$ cat src/rtl/path_stack_if.sv
// path_stack_if: groups the controller-side and mover-side signals of the
// maze-path LIFO into one bundle.
//   Controller side: push, pop, dirIn -> stack;  empStck, full, overflow, depth <- stack
//   Mover side:      run, moveAck -> stack;      move, dirOut, runDone <- stack
// Modports: master (controller/mover/testbench), slave (path_stack).
interface path_stack_if #(
  parameter int AW = 8,
  parameter int DW = 2
);
  logic          push;
  logic          pop;
  logic [DW-1:0] dirIn;
  logic          run;
  logic          moveAck;
  logic          empStck;
  logic          full;
  logic          overflow;
  logic          move;
  logic [DW-1:0] dirOut;
  logic          runDone;
  logic [AW:0]   depth;

  modport master (
    output push, pop, dirIn, run, moveAck,
    input  empStck, full, overflow, move, dirOut, runDone, depth
  );

  modport slave (
    input  push, pop, dirIn, run, moveAck,
    output empStck, full, overflow, move, dirOut, runDone, depth
  );
endinterface

$ cat src/rtl/path_stack.sv
// path_stack: LIFO store of the committed maze-search steps. While IDLE the
// controller pushes/pops 2-bit direction codes; a run request then replays
// the stored path bottom-to-top to the mover over a move/moveAck handshake,
// followed by a one-cycle runDone pulse. Contents and sp survive a replay.
// Ports:
//   clk  - rising-edge clock
//   rst  - asynchronous active-low reset
//   bus  - path_stack_if slave (push/pop/dirIn/run/moveAck in;
//          empStck/full/overflow/move/dirOut/runDone/depth out)
// Optional build macro PATH_STACK_PEEK_EN: in IDLE, dirOut shows the top
// entry combinationally (0 when empty); otherwise dirOut is 0 outside replay.
module path_stack #(
  parameter int DEPTH = 256,
  parameter int AW    = 8,
  parameter int DW    = 2
) (
  input  logic        clk,
  input  logic        rst,
  path_stack_if.slave bus
);

  typedef enum logic [1:0] {
    IDLE   = 2'd0,
    REPLAY = 2'd1,
    FINISH = 2'd2
  } state_e;

  state_e        state_q, state_d;
  logic [AW:0]   sp_q, sp_d;
  logic [AW-1:0] rd_ptr_q, rd_ptr_d;
  logic          overflow_q, overflow_d;
  logic          move_q, move_d;
  logic          run_done_q, run_done_d;
  logic [DW-1:0] dir_out_q, dir_out_d;

  logic [DW-1:0] mem_q [DEPTH];
  logic          mem_we_s;
  logic [AW-1:0] mem_waddr_s;

  logic          empty_s;
  logic          full_s;
  logic          last_s;
  logic [AW-1:0] top_idx_s;
  logic [AW-1:0] rd_next_s;

  assign empty_s   = (sp_q == {(AW+1){1'b0}});
  assign full_s    = (sp_q == (AW+1)'(DEPTH));
  // Low AW bits of sp wrap to DEPTH-1 when sp==DEPTH, which is exactly the top.
  assign top_idx_s = sp_q[AW-1:0] - {{(AW-1){1'b0}}, 1'b1};
  assign rd_next_s = rd_ptr_q + {{(AW-1){1'b0}}, 1'b1};
  assign last_s    = ({1'b0, rd_ptr_q} == (sp_q - {{AW{1'b0}}, 1'b1}));

  // Next-state, pointer and output computation for the stack and replay FSM.
  always_comb begin
    state_d     = state_q;
    sp_d        = sp_q;
    rd_ptr_d    = rd_ptr_q;
    overflow_d  = overflow_q;
    move_d      = move_q;
    run_done_d  = 1'b0;
    dir_out_d   = dir_out_q;
    mem_we_s    = 1'b0;
    mem_waddr_s = sp_q[AW-1:0];
    case (state_q)
      IDLE: begin
        move_d    = 1'b0;
        dir_out_d = {DW{1'b0}};
        if (bus.run) begin
          // run wins over any push/pop in the same cycle.
          if (!empty_s) begin
            state_d   = REPLAY;
            rd_ptr_d  = {AW{1'b0}};
            move_d    = 1'b1;
            dir_out_d = mem_q[{AW{1'b0}}];
          end else begin
            state_d    = FINISH;
            run_done_d = 1'b1;
          end
        end else if (bus.push && bus.pop && !empty_s) begin
          // Replace the top entry in place.
          mem_we_s    = 1'b1;
          mem_waddr_s = top_idx_s;
        end else if (bus.push) begin
          if (full_s) begin
            overflow_d = 1'b1;
          end else begin
            mem_we_s = 1'b1;
            sp_d     = sp_q + {{AW{1'b0}}, 1'b1};
          end
        end else if (bus.pop && !empty_s) begin
          sp_d = sp_q - {{AW{1'b0}}, 1'b1};
        end else begin
          sp_d = sp_q;
        end
      end
      REPLAY: begin
        if (bus.moveAck) begin
          if (last_s) begin
            state_d    = FINISH;
            move_d     = 1'b0;
            run_done_d = 1'b1;
            dir_out_d  = {DW{1'b0}};
          end else begin
            rd_ptr_d  = rd_next_s;
            dir_out_d = mem_q[rd_next_s];
          end
        end else begin
          move_d = 1'b1;
        end
      end
      FINISH: begin
        state_d   = IDLE;
        move_d    = 1'b0;
        dir_out_d = {DW{1'b0}};
      end
      default: begin
        state_d   = IDLE;
        move_d    = 1'b0;
        dir_out_d = {DW{1'b0}};
      end
    endcase
  end

  // FSM state, pointers and registered outputs.
  always_ff @(posedge clk or negedge rst) begin
    if (!rst) begin
      state_q    <= IDLE;
      sp_q       <= {(AW+1){1'b0}};
      rd_ptr_q   <= {AW{1'b0}};
      overflow_q <= 1'b0;
      move_q     <= 1'b0;
      run_done_q <= 1'b0;
      dir_out_q  <= {DW{1'b0}};
    end else begin
      state_q    <= state_d;
      sp_q       <= sp_d;
      rd_ptr_q   <= rd_ptr_d;
      overflow_q <= overflow_d;
      move_q     <= move_d;
      run_done_q <= run_done_d;
      dir_out_q  <= dir_out_d;
    end
  end

  // Path storage; contents are don't-care after reset so no reset is needed.
  always_ff @(posedge clk) begin
    if (mem_we_s) begin
      mem_q[mem_waddr_s] <= bus.dirIn;
    end
  end

  assign bus.empStck  = empty_s;
  assign bus.full     = full_s;
  assign bus.overflow = overflow_q;
  assign bus.move     = move_q;
  assign bus.runDone  = run_done_q;
  assign bus.depth    = sp_q;

`ifdef PATH_STACK_PEEK_EN
  logic [DW-1:0] peek_s;
  assign peek_s     = empty_s ? {DW{1'b0}} : mem_q[top_idx_s];
  assign bus.dirOut = (state_q == IDLE) ? peek_s : dir_out_q;
`else
  assign bus.dirOut = dir_out_q;
`endif

endmodule

$ cat src/flat_wrapper.sv
// flat-port wrapper written by rule: the top's interface ports become plain ports
module path_stack_flat 
#(
  parameter int DEPTH = 256,
  parameter int AW    = 8,
  parameter int DW    = 2
)
  (clk, rst, bus_push, bus_pop, bus_dirIn, bus_run, bus_moveAck, bus_empStck, bus_full, bus_overflow, bus_move, bus_dirOut, bus_runDone, bus_depth);
  path_stack_if #(.AW(AW), .DW(DW)) bus_i ();
  input  logic clk;
  input  logic rst;
  input wire logic [$bits(bus_i.push)-1:0] bus_push;
  input wire logic [$bits(bus_i.pop)-1:0] bus_pop;
  input wire logic [$bits(bus_i.dirIn)-1:0] bus_dirIn;
  input wire logic [$bits(bus_i.run)-1:0] bus_run;
  input wire logic [$bits(bus_i.moveAck)-1:0] bus_moveAck;
  output wire logic [$bits(bus_i.empStck)-1:0] bus_empStck;
  output wire logic [$bits(bus_i.full)-1:0] bus_full;
  output wire logic [$bits(bus_i.overflow)-1:0] bus_overflow;
  output wire logic [$bits(bus_i.move)-1:0] bus_move;
  output wire logic [$bits(bus_i.dirOut)-1:0] bus_dirOut;
  output wire logic [$bits(bus_i.runDone)-1:0] bus_runDone;
  output wire logic [$bits(bus_i.depth)-1:0] bus_depth;
  assign bus_i.push = bus_push;
  assign bus_i.pop = bus_pop;
  assign bus_i.dirIn = bus_dirIn;
  assign bus_i.run = bus_run;
  assign bus_i.moveAck = bus_moveAck;
  assign bus_empStck = bus_i.empStck;
  assign bus_full = bus_i.full;
  assign bus_overflow = bus_i.overflow;
  assign bus_move = bus_i.move;
  assign bus_dirOut = bus_i.dirOut;
  assign bus_runDone = bus_i.runDone;
  assign bus_depth = bus_i.depth;
  path_stack #(.DEPTH(DEPTH), .AW(AW), .DW(DW)) u_core (.clk(clk), .rst(rst), .bus(bus_i));
endmodule
$ cat config.mk
export PLATFORM = sky130hd
export DESIGN_NAME = path_stack_flat
export DESIGN_NICKNAME = d
export VERILOG_FILES = /design/src/rtl/path_stack_if.sv /design/src/rtl/path_stack.sv /design/src/flat_wrapper.sv
export SDC_FILE = /design/constraint.sdc
export NUM_CORES = 1
export LEC_CHECK = 0
export BUFFER_PORTS_ARGS = -buffer_cell sky130_fd_sc_hd__buf_2
export CORE_MARGIN = 2
export CORE_UTILIZATION = 30
export DETAILED_ROUTE_END_ITERATION = 10
export SLEW_MARGIN = 40
export SYNTH_ARGS = -nofsm -noshare
export SYNTH_HDL_FRONTEND = slang
export SYNTH_SLANG_ARGS = --single-unit
$ cat constraint.sdc
create_clock -name clk -period 3.8 [get_ports clk]
set_input_delay 0.76 -clock clk [delete_from_list [all_inputs] [get_ports clk]]
set_output_delay 0.76 -clock clk [all_outputs]
set_load 0.02 [all_outputs]
Word-level counts from Yosys, hierarchy flattened:

Memories as Yosys holds them, arrays and structs flattened.
Index checks and enable logic that the tools add are counted.

* $add $sub $neg: 4
* equal/unequal tests: 10
* mux-type cells: 38
* bitwise operators: 2
* reduce and logical (&&, ||, !) cells: 12

Operator list (number)
* two-way mux 8 bit: 7
* two-way mux 9 bit: 3
* two-way mux 2 bit: 8
* one-hot mux 8 bit (2 select lines): 1
* two-way mux 1 bit: 15
* AND reduction 5 bit: 3
* != test 2 bit (second input constant): 5
* adder 9 x 1 -> 9 bit (second input constant): 1
* equality test 8 x 9 -> 1 bit: 1
* equality test 9 bit (second input constant): 1
* zero test 9 bit: 1
* subtractor 9 x 1 -> 9 bit (second input constant): 1
* adder 8 x 1 -> 8 bit (second input constant): 1
* one-hot mux 2 bit (2 select lines): 2
* subtractor 8 x 1 -> 8 bit (second input constant): 1
* one-hot mux 1 bit (2 select lines): 2
* nonzero test 2 bit: 2
* logical AND 1 bit: 3
* != test 3 x 2 -> 1 bit (second input constant): 1
* AND reduction 3 bit: 1
* equality test 2 x 1 -> 1 bit (second input constant): 1
* zero test 2 bit: 1
* != test 2 x 1 -> 1 bit (second input constant): 1
* inverter 1 bit: 2
* zero test 1 bit: 1

* bits in registers: 24
* bits in writable memories: 512
* input bits: 8
* output and inout port bits: 16
* logic and storage cells: 74
* memories: 1

Memories
* u_core.mem_q: words 256, bits a word 2, read ports 2, clocked after memory_dff 0, write ports 1, RTL line path_stack.sv:36 `logic [DW-1:0] mem_q [DEPTH];`

Longest topological paths before layout:

Gate-level depths: netlist of the first run.

* depth after elaboration: 8
* gate-level depth with buffers: 13
* depth with buffers taken out: 10

Worst setup path before layout of the first run:

No wires, ideal clock.

* path type: input -> register
* start point: input port bus_run
* end point: memory u_core.mem_q[188][0], enable pin
* setup time: 0.309 ns
* arrival: 2.985 ns
* setup slack: 0.506 ns
* stages on the path: 11
* buffers on the path: 4
* cells stage by stage: or4b_1 -> buf_2 -> a311o_1 -> buf_6 -> nor2_8 -> nand2_1 -> o22a_1 -> or3_1 -> buf_2 -> buf_6 -> nor2_1

* word-level cells in the longest chain between the ends: 4
* elaborated cells on any way between the ends: 6
* those cells by class: mux: 6

RTL lines
* start: declaration: RTL line flat_wrapper.sv:15 `input wire logic [$bits(bus_i.run)-1:0] bus_run;`
* two-way mux 1 bit: RTL line path_stack.sv:68 `if (bus.run) begin`
* two-way mux 1 bit: RTL line path_stack.sv:64 `case (state_q)`
* two-way mux 1 bit: RTL line path_stack.sv:147 `if (mem_we_s) begin`
* two-way mux 1 bit (implied by the code): RTL line path_stack.sv:148 `mem_q[mem_waddr_s] <= bus.dirIn;`
* end: declaration: RTL line path_stack.sv:36

Several ways; a longest one is shown, not always the timed one.

Worst setup path after layout of the first run:

* start point: register u_core.rd_ptr_q[0]
* end point: register u_core.dir_out_q[0] (netlist: u_core.bus.dirOut[0])

* word-level cells in the longest chain between the ends: 5
* elaborated cells on any way between the ends: 6
* those cells by class: add/sub: 1; eq/ne: 1; mux: 3; memory: 1

RTL lines
* start: declaration: RTL line path_stack.sv:30 `logic [AW-1:0] rd_ptr_q, rd_ptr_d;`
* start signal: assignment: RTL line path_stack.sv:129 `rd_ptr_q <= {AW{1'b0}};`
* start signal: assignment: RTL line path_stack.sv:137 `rd_ptr_q <= rd_ptr_d;`
* adder 8 x 1 -> 8 bit: RTL line path_stack.sv:50 `assign rd_next_s = rd_ptr_q + {{(AW-1){1'b0}}, 1'b1};`
* memory (256 x 2 bit)
* two-way mux 2 bit (*): RTL line path_stack.sv:98 `if (last_s) begin`
* two-way mux 2 bit (*): RTL line path_stack.sv:97 `if (bus.moveAck) begin`
* one-hot mux 2 bit (2 select lines) (*): RTL line path_stack.sv:64
* end signal: assignment: RTL line path_stack.sv:133 `dir_out_q <= {DW{1'b0}};`
* end signal: assignment: RTL line path_stack.sv:141 `dir_out_q <= dir_out_d;`
* end: declaration: RTL line path_stack.sv:34 `logic [DW-1:0] dir_out_q, dir_out_d;`

Every way passes the cells marked *; elsewhere a longest branch is shown, timed or not. The select of a mux whose other input is x is not followed.
A chain may end at the register's enable or synchronous reset.

==> results of run 1 <==
## registers in the layout, summed over array words and instances, names as in the netlist
name,count
u_core.mem_q,512
u_core.bus.dirOut,2
u_core.bus.overflow,1
u_core.bus.runDone,1
u_core.bus.depth,9
u_core.state_q,2
u_core.bus.move,1
u_core.rd_ptr_q,8
## cells by family (layout without fill, tap and decap cells)
| kind of cell | count (synthesis) | in the layout |
|---|---|---|
| AO/OA/AOI/OAI | 100 | 100 |
| XOR/XNOR | 31 | 31 |
| adder cells (fa/ha/maj) | 4 | 4 |
| buffers and inverters | 106 | 215 |
| flip-flops | 536 | 536 |
| multiplexers | 167 | 167 |
| other | 0 | 1 |
| AND/OR/NAND/NOR | 457 | 457 |
## layout make-up
class,count,share of cell area
inverter,8,0.001135
tap,1030,0.04872
sequential,536,0.6041
clock inverter,29,0.007001
clock buffer,67,0.05293
antenna,1,0.00009461
multi-input combinational,759,0.2486
timing repair buffer,111,0.03737
## report_power, final
group          total [W]  switching (W)  internal (W)
clock network    0.00486        0.00224       0.00262
registers        0.00673       0.000165       0.00657
logic            0.00694        0.00383       0.00311
## metal layers
metal / up-vias / part of all wire
met5: - / 0
met4: 0 / 0.030
met3: 102 / 0.075
met2: 469 / 0.46
met1: 6643 / 0.43
li1: 5594 / -
## worst register-to-register path, delay by kind of cell, from the launching register on
kind	cells	cell delay [ps]
AND/OR/NAND/NOR	2	180
AO/OA/AOI/OAI	2	760
buffers and inverters	2	430
flip-flops	1	580
multiplexers	2	840
adder cells (fa/ha/maj)	1	470
## cell usage after synthesis, types with 4 or more instances
cell type  count  area, um2
mux2i_1       18      180.2
nor2_1       284       1066
buf_6          4      45.04
nor3_1        21      105.1
nand4_1        9      56.30
a2111oi_0      5      43.79
xor2_1        17      148.9
nand2_2        4      25.02
and3_1         4      25.02
o21a_1         5      37.54
or3_1          9      56.30
and2_1         6      37.54
a21oi_1       13      65.06
dfrtp_1       24      600.6
clkbuf_1      42      157.7
mux4_2       146       3288
inv_1          8      30.03
nand3_1       18      90.09
o31ai_1        5      37.54
o22ai_1        4      25.02
nand2b_1       6      37.54
buf_2         43      215.2
o21ai_0       18      90.09
a31oi_1        8      50.05
edfxtp_1     512      15370
a32oi_1        4      35.03
buf_4          4      30.03
xnor2_1       13      113.9
ha_1           4      50.05
o21ai_1        4      20.02
buf_1          5      18.77
nand2_1       77      289.0
## per-stage QoR
step / area [um2] / setup slack, ps / util / total power, W
6_report: 26450 / 425.0 / 0.3483 / 0.01854
3_3_place_gp: 24860 / 162.5 / 0.3274 / 0.01377
5_1_grt: 26450 / 227.4 / 0.3482 / 0.01934
4_1_cts: 26450 / 406.2 / 0.3482 / 0.01869
3_5_place_dp: 24860 / 115.2 / 0.3274 / 0.01383
2_1_floorplan: 22980 / 506.0 / - / 0.01148
## path summary, 6_finish.rpt
check / endpoint / cells past startpoint
worst max-delay path: u_core.bus.dirOut[0]$_DFFE_PN0P_ / 9
min in group clk: u_core.state_q[1]$_DFFE_PN0P_ / 3
worst min-delay path: u_core.bus.depth[8]$_DFFE_PN0P_ / 1
worst min register to register: u_core.bus.overflow$_DFFE_PN0P_ / 1
worst max register to register: u_core.bus.dirOut[0]$_DFFE_PN0P_ / 9
max in group asynchronous: u_core.rd_ptr_q[0]$_DFFE_PN0P_ / 1
==> flow_summary.yaml, run 1 <==
run_status:
  status: "completed"
yosys:
  syn_area_um2: 22980
  synthAdderAreaFrac: 0.002178
  synth_xor_area_frac: 0.01214
  synth_ff_type: "edfxtp_1"
  ys_async_sr_fraction: 0.04478
  synth_mux_area_frac: 0.1524
  synth_cell_types: 68
  synth_area_per_cell_um2: 16.40
  synth_top_family_by_area: "multiplexers"
  synth-simple-area-share: 0.08465
  ys_seq_area_frac: 0.6951
  synth-warning-count: 0
  synth-seq-cells: 536
  postSynthCellCount: 1401
  synth_edf_count: 512
  synth_compound_area_frac: 0.03196
  synth_nets: 1413
finish:
  drive_above_1_share: 0.2358
  num-fill-cells: 7180
  regArea_um2: 15980
  final_cells: 2541
  final_cell_mix: "512 x edfxtp_1, 284 x nor2_1, 146 x mux4_2"
  nets: 1482
  layout_commonest_cell: "edfxtp_1"
  syn_to_final_growth_pct: 15.09
  multi_input_area_um2: 6576
setup_path:
  cp-startpoint: "u_core.rd_ptr_q[0]$_DFFE_PN0P_"
  rrSetupSlack_ps: 430
  cp_slowest_cell: "dfrtp_4"
  crit_path_start_kind: "flip-flop"
  critPathMaxStageDelay_ps: 580
  cp_max_fo: 13
  path_buf_inv: 2
  cp_cell_sequence: "ha_4 > buf_4 > mux4_2 > mux4_2 > a2111oi_0 > buf_4 > or3_1 > nand4_1 > a31o_2"
  crit_arrival_ps: 3880
  r2r-start: "u_core.rd_ptr_q[0]$_DFFE_PN0P_"
  crit_path_end_kind: "flip-flop"
  worstPathRequired_ps: 4310
  critPathKind: "reg -> reg"
  cp_top_family: "multiplexers"
global_routing:
  grt_max_degree: 103
  grt.busiest_layer: "met2"
  use_met3: 0.03417
  antenna_found_initial: 0
  track_usage: 0.1429
  grt_pass1_vias: 13187
  grtUsageMet1: 0.1930
  use_met2: 0.2270
  overflow: 0
  grt_first_pass_wirelength_um: 83460
die:
  coreArea_um2: 75950
  die_area_um2: 78840
  die_w_um: 280.8
  io_pins: 24
  initial_core_util: 0.3026
  die_h_um: 280.8
  num_rows: 101
drt:
  firstDrtPassIters: 5
  drc: 0
  num_vias: 12808
  routedWlPerCell_um: 22.17
  drt_iter0_drc: 1430
  wirelength_um: 56340
  via_per_inst: 5.041
  antenna_left: 0
cts:
  cts_made_buffers: 54
  clk_latency_ps: 630
  cts-root-buf: "clkbuf_16"
  hold_buffers: 0
  cts-htree-levels: 2
  clkSinkCount: 536
  post_cts_buffers: 0
  worst_setup_hold_path_clk_slew_ps: 60
  cts_resized: 0
  cts_buffer_depth: 3
  cts_tree: "yes"
timing:
  fmax_mhz: 296.3
  drv_slew: 0
  rsz0062_at_grt: "false"
  slew_headroom: 0.4574
  setup_viol: 0
  hold_viol: 0
  finalSetupTns_ps: 0
  whs_ps: 128.0
  post-route-period-util: 0.8882
  fin_crit_ps: 3375
  tightest_slew_ps: 808.0
  clock_skew_ps: 19.62
place:
  gp_congestion: 0.8998
  port_buffers: 23
  dp_hpwl_um: 35120
  place_inst: 2444
flow_run:
  maxCapViolCount: 0
power:
  p_leak_nw: 8.111
  power-per-cell-area_nw_per_um2: 700.8
  ir_drop_mv: 0.4468
worst_hold_path:
  hp-class: "in -> async"
Power figures use the tool's default switching activity.
==> inputs of run 2 (changes only) <==
--- a/config.mk
+++ b/config.mk
@@ -6,6 +6,7 @@
 export NUM_CORES = 1
 export LEC_CHECK = 0
 export BUFFER_PORTS_ARGS = -buffer_cell sky130_fd_sc_hd__buf_2
+export CORE_ASPECT_RATIO = 0.7
 export CORE_MARGIN = 2
 export CORE_UTILIZATION = 30
 export DETAILED_ROUTE_END_ITERATION = 10
==> run 2 against run 1 <==
Flip-flop and latch count did not move. Non-clock buffer count up 10. Largest cell class unchanged. Largest power group unchanged. First-iteration DRC count rose by 24%. Global-route usage increased by 0.42 points. Clock skew increased by 3.1 ps. Routed wire length is 4.2% higher. Combinational power is 3.2% higher. Final cell count down 1.5%. Power increased by 1.2%.
==> flow_summary.yaml, run 2 (synthesis results as in run 1) <==
run_status:
  status: "completed"
die:
  die_h_um: 235.6
  coreArea_um2: 75460
  num_rows: 84
  die_area_um2: 78880
  io_pins: 24
  initial_core_util: 0.3046
  die_w_um: 334.8
timing:
  rsz0062_at_grt: "false"
  clock_skew_ps: 22.76
  post-route-period-util: 0.9444
  fin_crit_ps: 3589
  finalSetupTns_ps: 0
  slew_headroom: 0.4585
  fmax_mhz: 278.7
  drv_slew: 0
  hold_viol: 0
  tightest_slew_ps: 810.5
  setup_viol: 0
  whs_ps: 184.6
global_routing:
  grt_first_pass_wirelength_um: 86770
  track_usage: 0.1471
  grt_max_degree: 120
  overflow: 0
  grt_pass1_vias: 12931
  antenna_found_initial: 1
drt:
  antenna_left: 0
  via_per_inst: 5.227
  wirelength_um: 58710
  drc: 0
  drt_iter0_drc: 1780
  num_vias: 13079
  firstDrtPassIters: 5
  routedWlPerCell_um: 23.47
setup_path:
  cp_slowest_cell: "or4b_1"
  cp_top_family: "simple AND/OR/NAND/NOR gates"
  crit_arrival_ps: 3850
  critPathMaxStageDelay_ps: 560
  cp_cell_sequence: "or4b_1 > buf_4 > a311oi_4 > nand2_2 > o31ai_1 > o21a_1 > nand3_1 > buf_4 > nor2_1"
  worstPathRequired_ps: 4060
  cp_max_fo: 8
  crit_path_end_kind: "flip-flop"
  critPathKind: "reg -> reg"
  path_buf_inv: 2
  crit_path_start_kind: "flip-flop"
  cp_common_cell: "buf_4"
cts:
  clkSinkCount: 536
  cts_buffer_depth: 3
  hold_buffers: 0
  post_cts_buffers: 0
  clk_latency_ps: 580
  cts-htree-levels: 2
  cts_made_buffers: 49
  cts_tree: "yes"
  worst_setup_hold_path_clk_slew_ps: 70
  cts-root-buf: "clkbuf_16"
finish:
  largest_reg_flops: 512
  layout_commonest_cell: "edfxtp_1"
  final_cell_mix: "512 x edfxtp_1, 284 x nor2_1, 146 x mux4_2"
  largest-register: "u_core.mem_q"
  drive_above_1_share: 0.2421
  syn_to_final_growth_pct: 14.73
  finalInstanceArea_um2: 26370
  final_core_util: 0.3494
  nets: 1487
worst_hold_path:
  hp-class: "in -> async"
power:
  swShare: 0.3354
  power-per-cell-area_nw_per_um2: 711.7
  p_clk_frac: 0.261
  pwr-share-comb: 0.382
  ir_drop_mv: 0.4695
  p_switching_w: 0.006293
  power.internal_w: 0.01247
  p_leak_nw: 8.109
  seqPwrFrac: 0.358
flow_run:
  maxCapViolCount: 0
place:
  port_buffers: 23
  gp_congestion: 0.8292
  dp_hpwl_um: 37120
  dpl-instance-area_um2: 24810
-- run 2: cell types whose count changed in the layout (fill, tap and decap cells not counted), sizes merged --
cell | previous run | this run
inv | 10 | 11
clkinvlp | 1 | 0
bufinv | 0 | 3
buf | 111 | 120
clkinv | 26 | 16
-- run 2: final timing paths --
check / startpoint / end / slack [ps] / depth (start not counted)
hold reg to reg: u_core.bus.overflow$_DFFE_PN0P_ / u_core.bus.overflow$_DFFE_PN0P_ / 490 / 1
hold / removal: rst / u_core.bus.depth[0]$_DFFE_PN0P_ / 180 / 1
setup reg to reg: u_core.state_q[0]$_DFFE_PN0P_ / u_core.mem_q[145][1]$_DFFE_PP_ / 210 / 9
max in group asynchronous: rst / u_core.rd_ptr_q[0]$_DFFE_PN0P_ / 3120 / 1
setup / recovery: u_core.state_q[0]$_DFFE_PN0P_ / u_core.mem_q[145][1]$_DFFE_PP_ / 210 / 9
min in group clk: u_core.bus.overflow$_DFFE_PN0P_ / u_core.bus.overflow$_DFFE_PN0P_ / 490 / 1
-- run 2: layer usage --
metal	vias up	GRT usage	routed length [um]
met2	591	0.2081	24960
li1	5588	-	-
met3	65	0.03979	5772
met1	6835	0.2252	27080
met4	0	0.02867	899
met5	-	0	0
-- run 2: final cells by class --
cell class,instances,area [um2]
clock buffer,66,1353
clock inverter,22,193.9
sequential,536,15980
inverter,8,30.03
antenna,1,2.502
fill,7193,49090
timing repair buffer,121,991.0
tap,989,1237
multi-input combinational,759,6581
-- run 2: repair_timing --
item | CTS | global route
resized for setup | 0 | 1
setup endpoints to repair | 0 | 2
hold endpoints to repair | 0 | 0
-- run 2: power by group through the flow --
stage | logic [W] | registers, W | clock network, W
after floorplan | 0.00465 | 0.00682 | 0
after global placement | 0.00709 | 0.00683 | 0
after detailed placement | 0.00716 | 0.00683 | 0
after CTS | 0.00719 | 0.00671 | 0.00498
after global routing | 0.00766 | 0.00672 | 0.00519
final | 0.00716 | 0.00671 | 0.00489
-- run 2: per-stage QoR --
step                setup slack (ps)  cells  total power (W)
finish                         211.3   2502          0.01877
global route                   28.76   2501          0.01957
CTS                            277.2   2501          0.01887
detailed placement            -101.2   2413          0.01399
global placement              -58.35   2413          0.01392
floorplan                      506.0   1401          0.01148
